### config.mk
export PLATFORM = sky130hd
export DESIGN_NAME = otp_auth_ctrl
export DESIGN_NICKNAME = d
export VERILOG_FILES = /design/src/rtl/otp_auth_ctrl.sv
export SDC_FILE = /design/constraint.sdc
export NUM_CORES = 1
export LEC_CHECK = 0
export BUFFER_PORTS_ARGS = -buffer_cell sky130_fd_sc_hd__buf_2
export CELL_PAD_IN_SITES_DETAIL_PLACEMENT = 1
export CELL_PAD_IN_SITES_GLOBAL_PLACEMENT = 1
export CORE_UTILIZATION = 41
export CTS_CLUSTER_SIZE = 16
export DETAILED_ROUTE_END_ITERATION = 6
export GPL_TIMING_DRIVEN = 1
export PLACE_DENSITY_LB_ADDON = 0.1
export SLEW_MARGIN = 30
export SYNTH_ARGS = -nofsm -noshare
export SYNTH_HDL_FRONTEND = slang
export SYNTH_SLANG_ARGS = --single-unit
### constraint.sdc
create_clock -name clk -period 2.8 [get_ports clk]
set_input_delay 0.42 -clock clk [delete_from_list [all_inputs] [get_ports clk]]
set_output_delay 0.42 -clock clk [all_outputs]
set_load 0.005 [all_outputs]
### src/rtl/otp_auth_ctrl.sv
// -----------------------------------------------------------------------------
// otp_auth_ctrl
//
// One-time-password entry controller. A generated code is captured from
// otp_in, the user keys digits one at a time, and the completed entry is
// compared against the captured code. A wrong entry counts an attempt; too
// many attempts lock the session. The session also expires a fixed number of
// cycles after the code was captured. UNLOCKED, EXPIRED and LOCKED are shown
// for a fixed hold time before the controller returns to IDLE.
//
// Configuration macro:
//   OTP_AUTH_BACKSPACE_EN  defined   -> digit_del removes the last digit
//                          undefined -> digit_del is ignored (port kept)
//
// Ports:
//   clk          in   system clock, rising edge
//   reset        in   synchronous active-high reset
//   otp_in       in   generated code, first-entered digit in the MSBs
//   otp_valid    in   otp_in strobe (honoured in WAIT_OTP only)
//   digit_in     in   user digit
//   digit_valid  in   one digit per high cycle (honoured in ENTRY only)
//   digit_del    in   delete last digit (backspace build only)
//   unlock       out  high in UNLOCKED
//   expired      out  high in EXPIRED
//   locked       out  high in LOCKED
//   attempts     out  wrong entries this session
//   entry_count  out  digits currently held
//   entry_code   out  entered digits, same packing as otp_in, empty slots zero
//   otp_q        out  captured code
//   state        out  IDLE=0 WAIT_OTP=1 ENTRY=2 CHECK=3 UNLOCKED=4
//                     EXPIRED=5 LOCKED=6
// -----------------------------------------------------------------------------
module otp_auth_ctrl #(
    parameter int DIGITS        = 4,
    parameter int DIGIT_W       = 4,
    parameter int EXPIRE_CYCLES = 1500,
    parameter int HOLD_CYCLES   = 250,
    parameter int MAX_ATTEMPTS  = 3
) (
    input  logic                      clk,
    input  logic                      reset,
    input  logic [DIGITS*DIGIT_W-1:0] otp_in,
    input  logic                      otp_valid,
    input  logic [DIGIT_W-1:0]        digit_in,
    input  logic                      digit_valid,
    input  logic                      digit_del,
    output logic                      unlock,
    output logic                      expired,
    output logic                      locked,
    output logic [3:0]                attempts,
    output logic [3:0]                entry_count,
    output logic [DIGITS*DIGIT_W-1:0] entry_code,
    output logic [DIGITS*DIGIT_W-1:0] otp_q,
    output logic [2:0]                state
);

    localparam int CODE_W = DIGITS * DIGIT_W;
    localparam int SESS_W = $clog2(EXPIRE_CYCLES) + 1;
    localparam int HOLD_W = $clog2(HOLD_CYCLES) + 1;

    localparam logic [SESS_W-1:0] SESS_LAST  = SESS_W'(EXPIRE_CYCLES - 1);
    localparam logic [HOLD_W-1:0] HOLD_LAST  = HOLD_W'(HOLD_CYCLES - 1);
    localparam logic [3:0]        COUNT_LAST = 4'(DIGITS - 1);
    localparam logic [3:0]        ATT_LIMIT  = 4'(MAX_ATTEMPTS);

    typedef enum logic [2:0] {
        S_IDLE     = 3'd0,
        S_WAIT_OTP = 3'd1,
        S_ENTRY    = 3'd2,
        S_CHECK    = 3'd3,
        S_UNLOCKED = 3'd4,
        S_EXPIRED  = 3'd5,
        S_LOCKED   = 3'd6
    } state_t;

    state_t              state_q, state_n;
    logic [CODE_W-1:0]   otp_n, entry_n;
    logic [3:0]          count_n, attempts_n;
    logic [SESS_W-1:0]   sess_q, sess_n;
    logic [HOLD_W-1:0]   hold_q, hold_n;
    logic                del_req;

`ifdef OTP_AUTH_BACKSPACE_EN
    assign del_req = digit_del;
`else
    // Backspace disabled: the port stays for pin compatibility but is inert.
    logic unused_digit_del;
    assign unused_digit_del = digit_del;
    assign del_req          = 1'b0;
`endif

    assign state = state_q;

    // -------------------------------------------------------------------------
    // Next-state and next-datapath decode
    // -------------------------------------------------------------------------
    always_comb begin
        // NOTE: every comb output is given a default first so no path through
        // the case statement can leave a value unassigned and infer a latch.
        state_n    = state_q;
        otp_n      = otp_q;
        entry_n    = entry_code;
        count_n    = entry_count;
        attempts_n = attempts;
        sess_n     = sess_q;
        hold_n     = hold_q;

        case (state_q)
            S_IDLE: begin
                otp_n      = '0;
                entry_n    = '0;
                count_n    = '0;
                attempts_n = '0;
                sess_n     = '0;
                hold_n     = '0;
                state_n    = S_WAIT_OTP;
            end

            S_WAIT_OTP: begin
                if (otp_valid) begin
                    otp_n   = otp_in;
                    sess_n  = '0;
                    state_n = S_ENTRY;
                end
            end

            S_ENTRY: begin
                sess_n = sess_q + 1'b1;
                // ">=" rather than "==": a wrong entry checked on the last
                // session cycle returns here with the timer already past the
                // limit, and that session must still expire at once.
                if (sess_q >= SESS_LAST) begin
                    hold_n  = '0;
                    state_n = S_EXPIRED;
                end else if (digit_valid) begin
                    for (int i = 0; i < DIGITS; i++) begin
                        if (entry_count == 4'(i))
                            entry_n[(DIGITS-1-i)*DIGIT_W +: DIGIT_W] = digit_in;
                    end
                    count_n = entry_count + 4'd1;
                    if (entry_count == COUNT_LAST)
                        state_n = S_CHECK;
                end else if (del_req && entry_count != 4'd0) begin
                    for (int i = 0; i < DIGITS; i++) begin
                        if (entry_count == 4'(i + 1))
                            entry_n[(DIGITS-1-i)*DIGIT_W +: DIGIT_W] = '0;
                    end
                    count_n = entry_count - 4'd1;
                end
            end

            S_CHECK: begin
                sess_n = sess_q + 1'b1;
                hold_n = '0;
                if (entry_code == otp_q) begin
                    state_n = S_UNLOCKED;
                end else begin
                    attempts_n = attempts + 4'd1;
                    if (attempts_n == ATT_LIMIT) begin
                        state_n = S_LOCKED;
                    end else begin
                        entry_n = '0;
                        count_n = '0;
                        state_n = S_ENTRY;
                    end
                end
            end

            S_UNLOCKED, S_EXPIRED, S_LOCKED: begin
                if (hold_q == HOLD_LAST)
                    state_n = S_IDLE;
                else
                    hold_n = hold_q + 1'b1;
            end

            default: state_n = S_IDLE;
        endcase
    end

    // -------------------------------------------------------------------------
    // State and datapath registers
    // -------------------------------------------------------------------------
    // NOTE: every register here is plain flop state (no RAM), so all of it is
    // cleared by reset; the flags are registered from state_n so they line up
    // exactly with the state they decode.
    always_ff @(posedge clk) begin
        if (reset) begin
            state_q     <= S_IDLE;
            otp_q       <= '0;
            entry_code  <= '0;
            entry_count <= '0;
            attempts    <= '0;
            sess_q      <= '0;
            hold_q      <= '0;
            unlock      <= 1'b0;
            expired     <= 1'b0;
            locked      <= 1'b0;
        end else begin
            // NOTE: non-blocking assignments so every flop samples the values
            // from before this edge, independent of statement order.
            state_q     <= state_n;
            otp_q       <= otp_n;
            entry_code  <= entry_n;
            entry_count <= count_n;
            attempts    <= attempts_n;
            sess_q      <= sess_n;
            hold_q      <= hold_n;
            unlock      <= (state_n == S_UNLOCKED);
            expired     <= (state_n == S_EXPIRED);
            locked      <= (state_n == S_LOCKED);
        end
    end

endmodule

* Word level (Yosys, flattened, before mapping)
Index checks and enable logic that the tools add are counted.
Storage, ports and cells: register bits after elaboration 67, output and inout port bits 46, logic and storage cells 94
Operators by class: add/sub/neg operators 4, $lt $le $gt $ge 1, equality and inequality tests 26, multiplexer cells 31, reductions and logical operators 19
Operators with widths (count):
- $mux 16 | 5
- $pmux 16 s3 | 1
- $mux 4 | 9
- $pmux 12 s3 | 1
- $pmux 16 s2 | 1
- $pmux 9 s3 | 1
- $reduce_and 6->1 | 4
- $ne 2x2->1 const B | 11
- $mux 3 | 7
- $eq 3x3->1 const B | 6
- $mux 9 | 2
- $eq 16x16->1 | 1
- $pmux 3 s5 | 1
- $add 12x1->12 const B | 1
- $eq 4x2->1 const B | 3
- $ge 12x11->1 const B | 1
- $mux 12 | 1
- $pmux 4 s3 | 1
- $add 9x1->9 const B | 1
- $eq 9x8->1 const B | 1
- $reduce_bool 3->1 | 3
- $add 4x1->4 const B | 2
- $pmux 4 s2 | 1
- $eq 3x2->1 const B | 2
- 10 further kinds | 14

* Longest topological paths before layout
Gate-level depths: netlist of run 1.
word-level depth 6, depth in mapped cells 9, depth with buffers taken out 8

* Worst setup path before layout of run 1
OpenSTA, ideal clock, no wires.
path type register to register, start point register sess_q[0], end point register entry_code[10], setup time 0.136 ns, arrival time 1.944 ns, path slack 0.720 ns, cell stages (with the launch flop) 9, clock period less this slack 2.080 ns, path through dfxtp_1 > ha_1 > o211a_1 > o2111a_1 > or3_1 > o21ba_4 > and2_4 > buf_12 > a311oi_1
Between the ends: longest elaborated chain between the ends 3
Ends and longest elaborated chain:
- start: declaration | RTL line 79 | logic [SESS_W-1:0] sess_q, sess_n;
- start signal: assignment | RTL line 206 | sess_q <= sess_n;
- $ge 12x11->1 | RTL line 132 | if (sess_q >= SESS_LAST) begin
- $ne 2x2->1 (no line)
- $reduce_and 6->1 (no line)
- end signal: assignment | RTL line 203 | entry_code <= entry_n;
- end: declaration | RTL line 52 | output logic [DIGITS*DIGIT_W-1:0] entry_code,
Every way passes these cells. A chain may end at the register's enable or synchronous reset.

* Worst setup path after layout of run 1
Same ends and word-level chain as after synthesis.

==> results.toml, run 1 <==
[setup_path]
r2r_cells = 7
critical_path.startpoint_type = "flip-flop"
critical-path-top-delay-family = "compound AO/OA/AOI/OAI gates"
endpoint_kind = "flip-flop"
worstPathCellList = "ha_1 > o211a_1 > o211ai_2 > a31oi_1 > nor2_1 > a31oi_1 > a311oi_1"
ff2ff_setup_slack_ns = 0.52
critical_path.slowest_cell = "sky130_fd_sc_hd__nor2_1"
slowest_delay_ns = 0.43
critPathMaxFanout = 8
crit_path_frequent_cell = "sky130_fd_sc_hd__a31oi_1"
startpoint_of_the_lowest_slack_register_to_register_path = "sess_q[0]$_SDFFE_PP0P_"
cp_num_buf_inv = 0
critPathRequiredTime_ns = 3.05
timing.rr.end = "entry_code[10]$_SDFFE_PP0P_"
cp_data_arrival_time_ns = 2.53
path_class = "reg -> reg"

[die]
die_area_mm2 = 0.008578
die_h_um = 92.62
chipWidth_um = 92.62
core_area_mm2 = 0.007848
boundaryPins = 71
placementRows = 32
starting_density_of_the_core = 0.4290

[finish]
layout-area-overhead-vs-synth_pct = 17.80
final_cell_mix = "69 x sky130_fd_sc_hd__buf_2, 67 x sky130_fd_sc_hd__dfxtp_1, 46 x sky130_fd_sc_hd__nor2_1, 28 x sky130_fd_sc_hd__xor2_1, 21 x sky130_fd_sc_hd__nand2_1"
most_common_library_cell_in_the_layout_ignoring_fill_and_taps = "sky130_fd_sc_hd__buf_2"
fin_util = 0.5054
num-nets-final = 471
drive_above_1_share = 0.2534
antenna-diode-count = 0

[cts]
tritoncts_num_sinks = 67
insertion_delay_ns = 0.35
cts_stage_hold_buffer_count = 0
postCtsSetupBuffers = 0
cts_repair_resize_count = 0
cts_tree = "yes"
clockBufferDepth = 2
clkTransAtPathRegs_ns = 0.08
tritoncts.num_buffers = 9
ctsRootBufferMaster = "sky130_fd_sc_hd__clkbuf_8"
htreeDepth = 3

[sta]
final-hold-violation-count = 0
fin_worst_skew_ns = 0.008876
fmaxAchievable_ghz = 0.4378
final.period_utilization = 0.8159
final_period_minus_worst_setup_slack_ns = 2.284
report.final.setup_viol = 0
slew_headroom = 0.5146
report.final.slew_viol_count = 0
setup_total_negative_slack_ns = 0
rsz_0062_raised_after_global_routing = "false"
tightestPinTransition_ns = 0.7281

[power]
total_leakage_power_nw = 1.763
ir_drop_mv = 0.2326
p_per_area_mw_per_mm2 = 556.4

[routing]
drt-pass1-iter-count = 4
drt_drc_violations_left = 0
routed_wire_length_per_instance_um = 16.14
vias_per_cell = 5.476
detailedRoute.firstIterationViolations = 68
antenna_violating_nets_post_route = 0
detailroute.via_count = 2979
detail_route.wirelength_um = 8779

[worst_hold_path]
timing.hold.worst_path_depth = 3
min_to = "otp_q[8]$_SDFFE_PP0P_"
hold_path_startpoint = "otp_in[8]"
hold_class = "in -> reg"

[yosys]
synth_edf_count = 0
yosys_register_bits = 67
yosys_warnings = 0
synth.cell_area_mm2 = 0.003367
yosysSeqAreaShare = 0.3984
syn_nets = 406
synth_cells = 372
synth_cell_types = 64
avgSynthCellArea_um2 = 9.051
synth-main-ff-cell = "sky130_fd_sc_hd__dfxtp_1"
proportion_of_register_bits_with_asynchronous_set_or_reset_after_synthesis = 0

[placement]
placement.io_buffers = 69
finalWeightedCongestion = 0.7840
place.detailed.hpwl_um = 6453

[global_routing]
antenna_found_initial = 0
grt_max_degree = 36
globalRouteTotalUtil = 0.2146
grt_pass1_vias = 3030
overflow = 0
global_route_wire_length_before_repair_um = 14360

[outcome]
outcome = "complete, no violations"

[run]
maxCapViolCount = 0
==> sequential cells by signal, summed over array words and instances (netlist names), 3 cells and up <==
register and cells:
entry_code 16, entry_count 4, hold_q 9, sess_q 12, attempts 4, otp_q 16
state 3
==> logic make-up after synthesis <==
family                     Yosys count  synth area share
xor gates and xnor gates            30           0.07804
muxes                               10           0.02973
adders and majority gates            9           0.03345
and+or+nand+nor                    141            0.2233
AOI/OAI and AO/OA                   85            0.1947
DFF                                 67            0.3984
buffers and inverters               30           0.04236
==> area by class of cell <==
| type | instances | area (um2) |
|---|---|---|
| clock inverters | 7 | 77.57 |
| fillers | 951 | 3881 |
| flip-flops and latches | 67 | 1341 |
| multi-input cells | 275 | 1883 |
| well taps | 102 | 127.6 |
| repair buffers | 72 | 367.9 |
| clock buffers | 9 | 123.9 |
| inverters | 12 | 45.04 |
==> routing by layer <==
layer  up-vias  part of all wire  track usage
met5         -                 0            0
met4         0             0.017      0.09359
met3        12             0.042      0.03695
met2        65              0.48       0.3654
met1      1419              0.46       0.2652
li1       1483                 -            -
==> worst reg2reg max path, cell delays in order (launching register included) <==
cell	delay [ns]
sky130_fd_sc_hd__dfxtp_1	0.35
sky130_fd_sc_hd__ha_1	0.27
sky130_fd_sc_hd__o211a_1	0.26
sky130_fd_sc_hd__o211ai_2	0.25
sky130_fd_sc_hd__a31oi_1	0.23
sky130_fd_sc_hd__nor2_1	0.43
sky130_fd_sc_hd__a31oi_1	0.16
sky130_fd_sc_hd__a311oi_1	0.25
==> per-stage QoR <==
step | setup WS [ns] | cells | instance area, um2 | power, mW | hold WS [ns]
after floorplan | 0.7197 | 372 | 3367 | 1.314 | 0.4646
after global placement | 0.5799 | 528 | 3765 | 1.407 | 0.4863
after detailed placement | 0.5279 | 528 | 3765 | 1.416 | 0.4952
after CTS | 0.5052 | 544 | 3966 | 2.238 | 0.2982
after global routing | 0.2516 | 544 | 3966 | 2.317 | 0.3070
final | 0.5156 | 544 | 3966 | 2.207 | 0.3099
==> synthesized netlist by cell type (9+ instances only) <==
master,instances,area share
sky130_fd_sc_hd__ha_1,9,0.033
sky130_fd_sc_hd__dfxtp_1,67,0.40
sky130_fd_sc_hd__a31oi_1,14,0.026
sky130_fd_sc_hd__mux2i_1,10,0.030
sky130_fd_sc_hd__a22oi_1,16,0.036
sky130_fd_sc_hd__nand2_1,21,0.023
sky130_fd_sc_hd__xor2_1,28,0.073
sky130_fd_sc_hd__nand2b_1,9,0.017
sky130_fd_sc_hd__inv_1,12,0.013
sky130_fd_sc_hd__clkbuf_1,13,0.014
sky130_fd_sc_hd__nor2_1,46,0.051
sky130_fd_sc_hd__nand3_1,16,0.024
==> how the worst max path moves through the flow <==
stage,startpoint,to,slack (ns),cells past startpoint
floorplan,sess_q[0]$_SDFFE_PP0P_,entry_code[10]$_SDFFE_PP0P_,0.72,8
global placement,sess_q[0]$_SDFFE_PP0P_,entry_code[6]$_SDFFE_PP0P_,0.58,7
detailed placement,sess_q[0]$_SDFFE_PP0P_,entry_code[9]$_SDFFE_PP0P_,0.53,7
CTS,sess_q[0]$_SDFFE_PP0P_,entry_code[9]$_SDFFE_PP0P_,0.51,7
global route,sess_q[0]$_SDFFE_PP0P_,entry_code[10]$_SDFFE_PP0P_,0.25,7
finish,sess_q[0]$_SDFFE_PP0P_,entry_code[10]$_SDFFE_PP0P_,0.52,7
==> power breakdown <==
part	internal [mW]	switching, mW	total, mW
registers	0.980	0.0381	1.02
logic	0.141	0.233	0.374
clock network	0.417	0.398	0.815
(Power assumes the default switching activity.)
==> run 2: changes to the inputs <==
==> constraint.sdc (replaced) <==
create_clock -name clk -period 2.2 [get_ports clk]
set_input_delay 0.33 -clock clk [delete_from_list [all_inputs] [get_ports clk]]
set_output_delay 0.33 -clock clk [all_outputs]
set_load 0.005 [all_outputs]
==> run 2 against run 1 <==
Against the previous run: critical path depth did not move; core utilization grew 1.4 points; power up 26%; via count rose by 0.94%; count of clock-buffer cells in the layout did not move; cell count is 2.2% higher; hold slack got worse by 0.091 ns.
==> results.toml, run 2 (same netlist as run 1, synthesis figures left out) <==
[outcome]
outcome = "complete, no violations"

[cts]
tritoncts.num_buffers = 9
cts_stage_hold_buffer_count = 0
htreeDepth = 3
clkTransAtPathRegs_ns = 0.08
ctsRootBufferMaster = "sky130_fd_sc_hd__clkbuf_8"
insertion_delay_ns = 0.34
clockBufferDepth = 2
tritoncts_num_sinks = 67
cts_tree = "yes"

[finish]
antenna-diode-count = 0
most_common_library_cell_in_the_layout_ignoring_fill_and_taps = "sky130_fd_sc_hd__buf_2"
fin_util = 0.5193
num-nets-final = 484
stdcell_area_mm2 = 0.004075
final_cell_mix = "69 x sky130_fd_sc_hd__buf_2, 66 x sky130_fd_sc_hd__dfxtp_1, 46 x sky130_fd_sc_hd__nor2_1, 28 x sky130_fd_sc_hd__xor2_1, 21 x sky130_fd_sc_hd__nand2_1"
layout-area-overhead-vs-synth_pct = 21.03
drive_above_1_share = 0.2797
biggestRegsByFlops = "entry_code: 16 flops, otp_q: 16 flops, sess_q: 12 flops"

[sta]
fmaxAchievable_ghz = 0.4733
final-hold-violation-count = 0
setup_total_negative_slack_ns = 0
final_period_minus_worst_setup_slack_ns = 2.113
report.final.slew_viol_count = 0
final.period_utilization = 0.9604
rsz_0062_raised_after_global_routing = "false"
post_route_worst_hold_slack_ns = 0.2193
report.final.setup_viol = 0
fin_worst_skew_ns = 0.01002
tightestPinTransition_ns = 0.5155
slew_headroom = 0.6563

[placement]
placement.io_buffers = 69
post_dp_cell_area_mm2 = 0.003840
finalWeightedCongestion = 0.7633
place.detailed.hpwl_um = 6439

[power]
total_power_mw = 2.787
total_leakage_power_nw = 1.815
ir_drop_mv = 0.3199
p_per_area_mw_per_mm2 = 683.9

[die]
die_h_um = 92.62
placementRows = 32
die_area_mm2 = 0.008578
starting_density_of_the_core = 0.4290
core_area_mm2 = 0.007848
chipWidth_um = 92.62
boundaryPins = 71

[setup_path]
critical_path.slowest_cell = "sky130_fd_sc_hd__dfxtp_2"
worstPathCellList = "ha_2 > o211a_1 > o2111a_1 > or3_1 > o21ba_4 > and2_4 > a311oi_1"
slowest_delay_ns = 0.35
path_class = "reg -> reg"
critPathRequiredTime_ns = 2.42
r2r_cells = 7
cp_data_arrival_time_ns = 2.33
endpoint_kind = "flip-flop"
critPathMaxFanout = 6
critical_path.startpoint_type = "flip-flop"

[global_routing]
grt_max_degree = 40
grt_pass1_vias = 3036
global_route_wire_length_before_repair_um = 14620
antenna_found_initial = 0
globalRouteTotalUtil = 0.2145
overflow = 0

[routing]
routed_wire_length_per_instance_um = 16.02
antenna_violating_nets_post_route = 0
detailroute.via_count = 3007
detailedRoute.firstIterationViolations = 67
drt_drc_violations_left = 0
vias_per_cell = 5.408
drt-pass1-iter-count = 4
detail_route.wirelength_um = 8905

[worst_hold_path]
hold_class = "in -> reg"
timing.hold.worst_path_depth = 3

[run]
maxCapViolCount = 0
run 2: changes by cell type in the layout (fill, tap and decap cells not counted), sizes merged:
cell / delta
inv: -1
and2: +1
buf: +12
run 2: power by group:
group          internal (mW)  switching (mW)
Clock                  0.509           0.461
Combinational          0.215           0.313
Sequential              1.25          0.0405
Total                   1.97           0.814
run 2: layout make-up:
| type | instances | area, um2 |
|---|---|---|
| flip-flops and latches | 67 | 1343 |
| inverters | 12 | 45.04 |
| clock buffers | 9 | 123.9 |
| well taps | 102 | 127.6 |
| multi-input cells | 276 | 1921 |
| repair buffers | 84 | 457.9 |
| clock inverters | 6 | 57.56 |
| fillers | 940 | 3772 |
run 2: metal layers:
metal,wire (um),global-route usage,part of all wire,vias to the layer above
li1,-,-,-,1501
met1,4032,0.2636,0.45,1441
met5,0,0,0,-
met2,4448,0.3765,0.50,58
met4,89,0.07692,0.010,0
met3,335,0.03530,0.038,7
run 2: final timing paths:
path                                      to  slack [ns]              startpoint
setup / recovery  entry_code[4]$_SDFFE_PP0P_        0.09  sess_q[0]$_SDFFE_PP0P_
hold / removal         otp_q[0]$_SDFFE_PP0P_        0.22               otp_in[0]
setup reg to reg  entry_code[4]$_SDFFE_PP0P_        0.09  sess_q[0]$_SDFFE_PP0P_
hold reg to reg       sess_q[0]$_SDFFE_PP0P_        0.50  sess_q[0]$_SDFFE_PP0P_
run 2: critical path: cells and delay by family (launching register included):
kind,cells,cell delay [ns]
adders and majority gates,1,0.19
DFF,1,0.35
AOI/OAI and AO/OA,4,0.90
and+or+nand+nor,2,0.56
run 2: stage by stage:
| stage | setup slack, ns | std cells |
|---|---|---|
| after floorplan | 0.1197 | 372 |
| final | 0.08709 | 556 |
| after global placement | 0.06085 | 538 |
| after CTS | 0.03540 | 553 |
| after global routing | 0.007052 | 556 |
| after detailed placement | 0.02705 | 538 |
run 2: repair_timing:
| action | 4_1_cts | 5_1_grt |
|---|---|---|
| setup endpoints to repair | 1 | 13 |
| pin swaps | 0 | 3 |
| setup buffers | 0 | 2 |
| resized for setup | 1 | 6 |
| cloned | 0 | 1 |
| endpoints found under the hold margin | 0 | 0 |
